===== config.mk =====
export PLATFORM = sky130hd
export DESIGN_NAME = bus_arbiter_rr
export DESIGN_NICKNAME = d
export VERILOG_FILES = /design/src/rtl/bus_arbiter_rr_pkg.sv /design/src/rtl/bus_arbiter_rr_pick.sv /design/src/rtl/bus_arbiter_rr.sv
export SDC_FILE = /design/constraint.sdc
export NUM_CORES = 1
export LEC_CHECK = 0
export CAP_MARGIN = 20
export CORE_AREA = 2 2 148 150
export CTS_BUF_LIST = sky130_fd_sc_hd__clkbuf_8 sky130_fd_sc_hd__clkbuf_16
export DETAILED_ROUTE_END_ITERATION = 10
export DIE_AREA = 0 0 150 152
export MAX_ROUTING_LAYER = met4
export PLACE_DENSITY = 0.62
export SKIP_CTS_REPAIR_TIMING = 1
export SYNTH_ARGS = -nofsm -noshare
export SYNTH_HDL_FRONTEND = slang
export SYNTH_HIERARCHICAL = 1
export SYNTH_SLANG_ARGS = --single-unit

===== constraint.sdc =====
create_clock -name clk -period 8.7 [get_ports clk]
set_clock_uncertainty 0.1 [all_clocks]
set_input_delay 1.74 -clock clk [delete_from_list [all_inputs] [get_ports clk]]
set_output_delay 1.74 -clock clk [all_outputs]
set_load 0.1 [all_outputs]

===== src/rtl/bus_arbiter_rr_pkg.sv =====
// Shared types and helpers for the round-robin burst arbiter.
// Holds the stream word width, the arbiter state encoding and the modular index increment.
package bus_arbiter_rr_pkg;

    localparam int BUS_WORD_W = 64;

    typedef enum logic {
        ARB_IDLE  = 1'b0,
        ARB_BURST = 1'b1
    } arb_state_e;

    // Next requester index after idx, wrapping n-1 -> 0 (works for non power-of-two n).
    function automatic int idx_inc(input int idx, input int n);
        return (idx + 1 >= n) ? 0 : idx + 1;
    endfunction

endpackage


===== src/rtl/bus_arbiter_rr_pick.sv =====
// Combinational round-robin picker: first set bit of req scanning ptr, ptr+1, ... mod NREQ.
// Returns whether anything was found, its index and the matching one-hot vector.
module rr_pick #(
    parameter int NREQ = 4,
    parameter int IDXW = $clog2(NREQ)
) (
    input  logic [NREQ-1:0] req,
    input  logic [IDXW-1:0] ptr,
    output logic            any,
    output logic [IDXW-1:0] idx,
    output logic [NREQ-1:0] onehot
);

    logic [IDXW-1:0] rot_idx [NREQ];
    logic [NREQ-1:0] rot_req;

    genvar gi;
    generate
        for (gi = 0; gi < NREQ; gi++) begin : g_rot
            // Position gi of the rotated view is requester (ptr + gi) mod NREQ.
            assign rot_idx[gi] = IDXW'((32'(ptr) + gi) % NREQ);
            assign rot_req[gi] = req[rot_idx[gi]];
            assign onehot[gi]  = any && (idx == IDXW'(gi));
        end
    endgenerate

    // Scan from the far end so the lowest rotated position wins.
    always_comb begin
        any = 1'b0;
        idx = '0;
        for (int k = NREQ - 1; k >= 0; k--) begin
            if (rot_req[k]) begin
                any = 1'b1;
                idx = rot_idx[k];
            end
        end
    end

endmodule


===== src/rtl/bus_arbiter_rr.sv =====
// Round-robin burst arbiter routing one requester's 64-bit words to a shared sink.
// Define BUS_ARB_BACK2BACK_EN to re-arbitrate during the last transfer (no idle cycle between bursts).
module bus_arbiter_rr
    import bus_arbiter_rr_pkg::*;
#(
    parameter int NREQ = 4,
    parameter int N    = 8
) (
    input  logic                       clk,
    input  logic                       rst,
    input  logic [NREQ-1:0]            req_start,
    input  logic [NREQ*N-1:0]          req_numSteps,
    output logic [NREQ-1:0]            req_grant,
    input  logic [NREQ*BUS_WORD_W-1:0] req_data,
    input  logic [NREQ-1:0]            req_isReady,
    output logic [NREQ-1:0]            req_canReceive,
    output logic [BUS_WORD_W-1:0]      out_data,
    output logic                       out_isReady,
    input  logic                       out_canReceive,
    output logic                       out_isLast,
    output logic [$clog2(NREQ)-1:0]    out_grantId,
    output logic                       busy
);

    localparam int IDXW = $clog2(NREQ);

    arb_state_e      state_reg, state_next;
    logic [IDXW-1:0] owner_reg, owner_next;
    logic [IDXW-1:0] ptr_reg, ptr_next;
    logic [N-1:0]    cnt_reg, cnt_next;

    logic [BUS_WORD_W-1:0] data_arr  [NREQ];
    logic [N-1:0]          steps_arr [NREQ];

    logic            pick_any;
    logic [IDXW-1:0] pick_idx;
    logic [NREQ-1:0] pick_onehot;
    logic            xfer;

    genvar gi;
    generate
        for (gi = 0; gi < NREQ; gi++) begin : g_unpack
            assign data_arr[gi]  = req_data[gi*BUS_WORD_W +: BUS_WORD_W];
            assign steps_arr[gi] = req_numSteps[gi*N +: N];
        end
    endgenerate

    rr_pick #(
        .NREQ (NREQ),
        .IDXW (IDXW)
    ) u_pick (
        .req    (req_start),
        .ptr    (ptr_reg),
        .any    (pick_any),
        .idx    (pick_idx),
        .onehot (pick_onehot)
    );

`ifdef BUS_ARB_BACK2BACK_EN
    logic [NREQ-1:0] owner_onehot;
    logic [IDXW-1:0] owner_inc;
    logic            b2b_any;
    logic [IDXW-1:0] b2b_idx;
    logic [NREQ-1:0] b2b_onehot;

    generate
        for (gi = 0; gi < NREQ; gi++) begin : g_owner_oh
            assign owner_onehot[gi] = (owner_reg == IDXW'(gi));
        end
    endgenerate

    assign owner_inc = IDXW'(idx_inc(32'(owner_reg), NREQ));

    // The finishing owner is masked out so it cannot immediately win again.
    rr_pick #(
        .NREQ (NREQ),
        .IDXW (IDXW)
    ) u_pick_b2b (
        .req    (req_start & ~owner_onehot),
        .ptr    (owner_inc),
        .any    (b2b_any),
        .idx    (b2b_idx),
        .onehot (b2b_onehot)
    );
`endif

    always_comb begin
        state_next     = state_reg;
        owner_next     = owner_reg;
        cnt_next       = cnt_reg;
        ptr_next       = ptr_reg;
        req_grant      = '0;
        req_canReceive = '0;
        out_data       = '0;
        out_isReady    = 1'b0;
        out_isLast     = 1'b0;
        xfer           = 1'b0;

        case (state_reg)
            ARB_IDLE: begin
                if (pick_any) begin
                    req_grant = pick_onehot;
                    if (steps_arr[pick_idx] != '0) begin
                        owner_next = pick_idx;
                        cnt_next   = steps_arr[pick_idx];
                        state_next = ARB_BURST;
                    end else begin
                        // Zero-length burst: consume the grant and move the pointer past it.
                        ptr_next = IDXW'(idx_inc(32'(pick_idx), NREQ));
                    end
                end
            end

            ARB_BURST: begin
                out_data                  = data_arr[owner_reg];
                out_isReady               = req_isReady[owner_reg] && (cnt_reg != '0);
                req_canReceive[owner_reg] = out_canReceive;
                out_isLast                = out_isReady && (cnt_reg == N'(1));
                xfer                      = out_isReady && out_canReceive;

                if (xfer) begin
                    cnt_next = cnt_reg - N'(1);
                    if (cnt_reg == N'(1)) begin
                        ptr_next   = IDXW'(idx_inc(32'(owner_reg), NREQ));
                        state_next = ARB_IDLE;
`ifdef BUS_ARB_BACK2BACK_EN
                        if (b2b_any) begin
                            req_grant = b2b_onehot;
                            if (steps_arr[b2b_idx] != '0) begin
                                owner_next = b2b_idx;
                                cnt_next   = steps_arr[b2b_idx];
                                state_next = ARB_BURST;
                            end else begin
                                ptr_next = IDXW'(idx_inc(32'(b2b_idx), NREQ));
                            end
                        end
`endif
                    end
                end
            end

            default: begin
                state_next = ARB_IDLE;
            end
        endcase

        // No grant may escape while reset is held, even though the picker is combinational.
        if (!rst) begin
            req_grant = '0;
        end
    end

    always_ff @(posedge clk) begin
        if (!rst) begin
            state_reg <= ARB_IDLE;
            owner_reg <= '0;
            ptr_reg   <= '0;
            cnt_reg   <= '0;
        end else begin
            state_reg <= state_next;
            owner_reg <= owner_next;
            ptr_reg   <= ptr_next;
            cnt_reg   <= cnt_next;
        end
    end

    assign busy        = (state_reg == ARB_BURST);
    assign out_grantId = owner_reg;

endmodule


Word-level counts from Yosys, hierarchy flattened
Index checks and enable logic that the tools add are counted.
- word-level logic and storage cells: 96
- output and inout bits: 77
- register bits after elaboration: 13
- input bits: 299
- multiplexer cells: 49
- bitwise logic cells: 4
- $add $sub $neg: 6
- equal/unequal tests: 9
- reductions and logical operators: 14
- magnitude comparators: 10
- operator list (cell ; count):
    64-bit two-way mux ; 3
    64-bit binary-select mux with 2-bit select ; 1
    8-bit two-way mux ; 5
    2-bit two-way mux ; 10
    8-bit binary-select mux with 2-bit select ; 1
    1-bit two-way mux ; 16
    4-bit two-way mux ; 4
    8-bit case mux with 2 select lines ; 1
    8-bit nonzero test ; 2
    2-bit by 3-bit less-than comparator with 1-bit output (second input constant) ; 5
    3-bit >= comparator (second input constant) ; 4
    1-bit binary-select mux with 2-bit select ; 5
    8-bit by 1-bit == test with 1-bit output (second input constant) ; 1
    1-bit logical AND ; 8
    8-bit by 1-bit subtractor with 8-bit output (second input constant) ; 1
    2-bit by 1-bit adder with 3-bit output (second input constant) ; 2
    2-bit by 1-bit != test with 1-bit output (second input constant) ; 3
    2-bit NOT with 3-bit output ; 2
    3-bit AND reduction ; 2
    2-bit adder (second input constant) ; 2
    4-bit bitwise AND ; 1
    2-bit == test (second input constant) ; 2
    2-bit != test (second input constant) ; 2
    2-bit case mux with 2 select lines ; 1
    other kinds (8) ; 8

Longest topological paths before layout
- depth in word-level cells: 15
- mapped depth: 11
- gate-level depth less buffers: 8

Modules after synthesis
Netlist, hierarchy kept.
- modules (own cells, without submodules) (module ; area each (um^2) ; cells each ; sequential area each (um^2) ; instances):
    bus_arbiter_rr ; 3079.2 ; 274 ; 260.2 ; 1
    rr_pick ; 175.2 ; 30 ; 0.0 ; 1

Worst setup path after synthesis
Ideal clock, no wire load.
- path kind: input -> output
- start point: input port req_isReady[1]
- end point: output port out_isReady
- stages on the path: 3
- buffers on the path: 0
- data required time: 6.860 ns
- setup slack: 3.536 ns
- data arrival time: 3.324 ns
- path through: mux4_2 o21ai_0 nor2_1
- word-level cells in the longest chain between the ends: 4
- RTL lines (element ; line ; source):
    start, declared ; bus_arbiter_rr.sv:15 ; input logic [NREQ-1:0] req_isReady,
    1-bit binary-select mux with 2-bit select ; bus_arbiter_rr.sv:116 ; out_isReady = req_isReady[owner_reg] && (cnt_reg != '0);
    1-bit two-way mux (not written as such) ; bus_arbiter_rr.sv:116 ;
    1-bit logical AND ; bus_arbiter_rr.sv:116 ;
    1-bit two-way mux ; bus_arbiter_rr.sv:99 ; case (state_reg)
    end, declared ; bus_arbiter_rr.sv:18 ; output logic out_isReady,
No other way between the ends. The select of a mux whose other input is x is not followed.

Final worst setup path
- start point: input port req_start[0]
- end point: output port req_grant[1]
- RTL lines (element ; line ; source):
    start, declared ; bus_arbiter_rr.sv:11 ; input logic [NREQ-1:0] req_start,
    1-bit binary-select mux with 2-bit select ; bus_arbiter_rr_pick.sv:22 ; assign rot_req[gi] = req[rot_idx[gi]];
    1-bit two-way mux (not written as such) ; bus_arbiter_rr_pick.sv:22 ;
    1-bit two-way mux (3 in a row) ; bus_arbiter_rr_pick.sv:32 ; if (rot_req[k]) begin
    1-bit two-way mux * ; bus_arbiter_rr_pick.sv:32 ;
    net pick_any ; bus_arbiter_rr.sv:35 ; logic pick_any;
    1-bit logical AND ; bus_arbiter_rr_pick.sv:23 ; assign onehot[gi] = any && (idx == IDXW'(gi));
    4-bit two-way mux * ; bus_arbiter_rr.sv:101 ; if (pick_any) begin
    4-bit two-way mux * ; bus_arbiter_rr.sv:99 ;
    4-bit two-way mux * ; bus_arbiter_rr.sv:148 ; if (!rst) begin
    end, declared ; bus_arbiter_rr.sv:13 ; output logic [NREQ-1:0] req_grant,
The timed path passes the listed nets; every way through them passes the cells marked *. The select of a mux whose other input is x is not followed.

==> reports/metrics.cfg <==
[die]
rows = 54
die_area_sq_um = 22800
die_h_microns = 152
die_w_microns = 150
io_pins = 376
fp.coreArea_sq_um = 21350
start_util_pct = 15.24

[worst_hold_path]
hp-class = flip-flop to flip-flop
worstHoldPathCells = 2
min_from = cnt_reg[7]

[pwr]
ir_worst_vdd_uv = 57.02
comb_power_share_pct = 76.3
p_clk_share_pct = 12.1
total_power_uw = 732.4
power.leakage_uw = 0.002518
p_int_uw = 377.5
power_density_nw_per_um2 = 99.38
pwr-share-seq_pct = 11.6
swShare_pct = 48.45
switching_power_uw = 354.9

[yosys]
syn_nets = 610
yosysMostFrequentCell = mux4_2
ys_seq_area_share_pct = 7.997
synth.area.top_cells = mux4_2, and2_1, dfxtp_1
yosysTopAreaCell = mux4_2
synth.top_cells.by_count = mux4_2, and2_1, clkbuf_1, nor2_1, dfxtp_1
ys_warn_count = 6
synth-async-reset-ratio_pct = 0
synth_edf_count = 0
ys.flop_type = dfxtp_1
ys_seq_elements = 13
netlist_area_sq_um = 3254
syn-instance-count = 304
ys_types = 51
avgSynthCellArea_sq_um = 10.71
synth.top_cell.area_share_pct = 50.52

[cts]
htreeDepth = 1
cts.sinks = 13
clockRootBuffer = clkbuf_16
insertion_delay_ns = 0.24
cts_max_path_buffers = 2
numCtsBuffers = 3
cts.clk_slew.worst_paths_ns = 0.05
cts_tree = done

[setup_path]
slowest_delay_ns = 1.13
crit_top_cell = clkdlybuf4s50_1
r2r_start = ptr_reg[0]
crit_slowest_cell = clkdlybuf4s50_1
critPathLaunchType = input port
cp_data_required_time_ns = 6.86
path_max_fanout = 9
arrival_ns = 4.31
path_cells = clkdlybuf4s50_1 -> nor2_1 -> nand2_1 -> nor2b_1 -> and3_1 -> clkdlybuf4s50_1
cp-startpoint = req_start[0]
r2r_cells = 9
path_class = input port to output port
cp-end-kind = output port

[grt]
grt_usage_pct = 15.91
grt_overflow = 0
grt_max_degree = 84
grt_antenna_before_repair = 10
grt_pass1_vias = 4205
grt_pass1_wl_mm = 26.81

[detailed_routing]
drc_errors = 0
ant_nets = 0
drt_pass1_iterations = 5
drt_iter0_drc = 142
wl_per_cell_microns = 19.83
vias = 4172
avgViaCountPerCell = 4.410
drt-total-wl_mm = 18.76

[job]
max_cap_violations = 0

[sta]
finalSetupTns_ns = 0
setup_violations = 0
maxSlewHeadroom_pct = 28.46
period_minus_slack_ns = 6.147
rsz0062_at_grt = false
tightest_slew_ns = 1.070
period_share_pct = 70.66
drv_slew = 0
fmax_mhz = 162.7
hold_viol_final = 0

[place]
gp_congestion = 0.8240
hpwl_mm = 15.77
numPortBuffers = 375

[final_layout]
utilization_pct = 34.52
areaGrowthSynthToFinish_pct = 126.5
drive_gt1_share_pct = 13.57
final_nets = 963
largest_reg_flops = 8

[run_status]
status = finished clean

[cells by family (layout without fill, tap and decap cells)]
kind of cell	after synthesis	count (layout)	share of synthesized area, %
adders and majority gates	7	7	2.691
muxes	77	77	51.75
AOI/OAI and AO/OA	41	41	9.266
buffers and inverters	38	390	4.921
DFF	13	13	7.997
and+or+nand+nor	128	128	23.38
other	0	10	0
[layout by cell type (no fill, tap or decap), types with 2 or more instances in the layout]
master	Yosys	routed
a21oi_1	8	8
and2_1	65	65
and3_1	12	12
buf_4	0	3
clkbuf_16	0	3
clkdlybuf4s50_1	0	375
dfxtp_1	13	10
dfxtp_4	0	2
diode_2	0	10
ha_1	7	7
inv_1	7	7
mux2i_1	4	4
mux4_2	73	73
nand2_1	11	11
nand2b_1	3	3
nand3_1	2	2
nor2_1	14	14
nor2b_1	2	2
nor3_1	4	4
nor4_1	2	2
nor4_2	2	2
o211ai_1	2	2
o21ai_0	6	6
o311a_1	4	4
o31a_1	4	4
o32ai_1	2	2
[critical path, delay by kind of cell]
family / cells / cell delay [ns]
buffers and inverters: 2 / 1.75
and+or+nand+nor: 4 / 0.80
[power by group through the flow]
stage / sequential, uW / clock [uW] / combinational, uW
2_1_floorplan: 79.4 / 0 / 345
3_3_place_gp: 86.4 / 0 / 559
3_5_place_dp: 86.3 / 0 / 560
4_1_cts: 85.4 / 90.1 / 562
5_1_grt: 87.3 / 92.9 / 584
6_report: 85.0 / 88.9 / 558
[worst paths after layout]
check / slack [ns] / endpoint
worst max-delay path: 2.55 / req_grant[1]
worst min-delay path: 0.43 / cnt_reg[7]
worst max register to register: 5.16 / cnt_reg[4]
worst min register to register: 0.43 / cnt_reg[7]
[through the flow]
step	setup WS (ns)	std cells	hold slack [ns]	area, sq um
after global placement	2.628	932	0.4115	7264
after detailed placement	2.577	932	0.4239	7264
after floorplan	3.536	304	0.3789	3254
after CTS	2.567	936	0.4345	7345
after global routing	2.389	946	0.4557	7370
final	2.553	946	0.4321	7370
[layout make-up]
type                            instances  area (sq um)
Timing Repair Buffer                  378          3776
Tap cell                              280         350.3
Antenna cell                           10         25.02
Multi-Input combinational cell        253          2839
Clock buffer                            3         75.07
Fill cell                            2176         13980
Sequential cell                        13         269.0
Inverter                                8         30.03
Clock inverter                          1         5.005
[per-layer routing]
layer / vias to the layer above / global-route usage, % / share of wire, %
met5: - / - / 0
met4: 0 / 3.998 / 0.96
met3: 14 / 5.375 / 11
met2: 211 / 25.22 / 49
met1: 2008 / 19.40 / 40
li1: 1939 / - / -
Note: power is estimated with default switching activity, not from simulation.
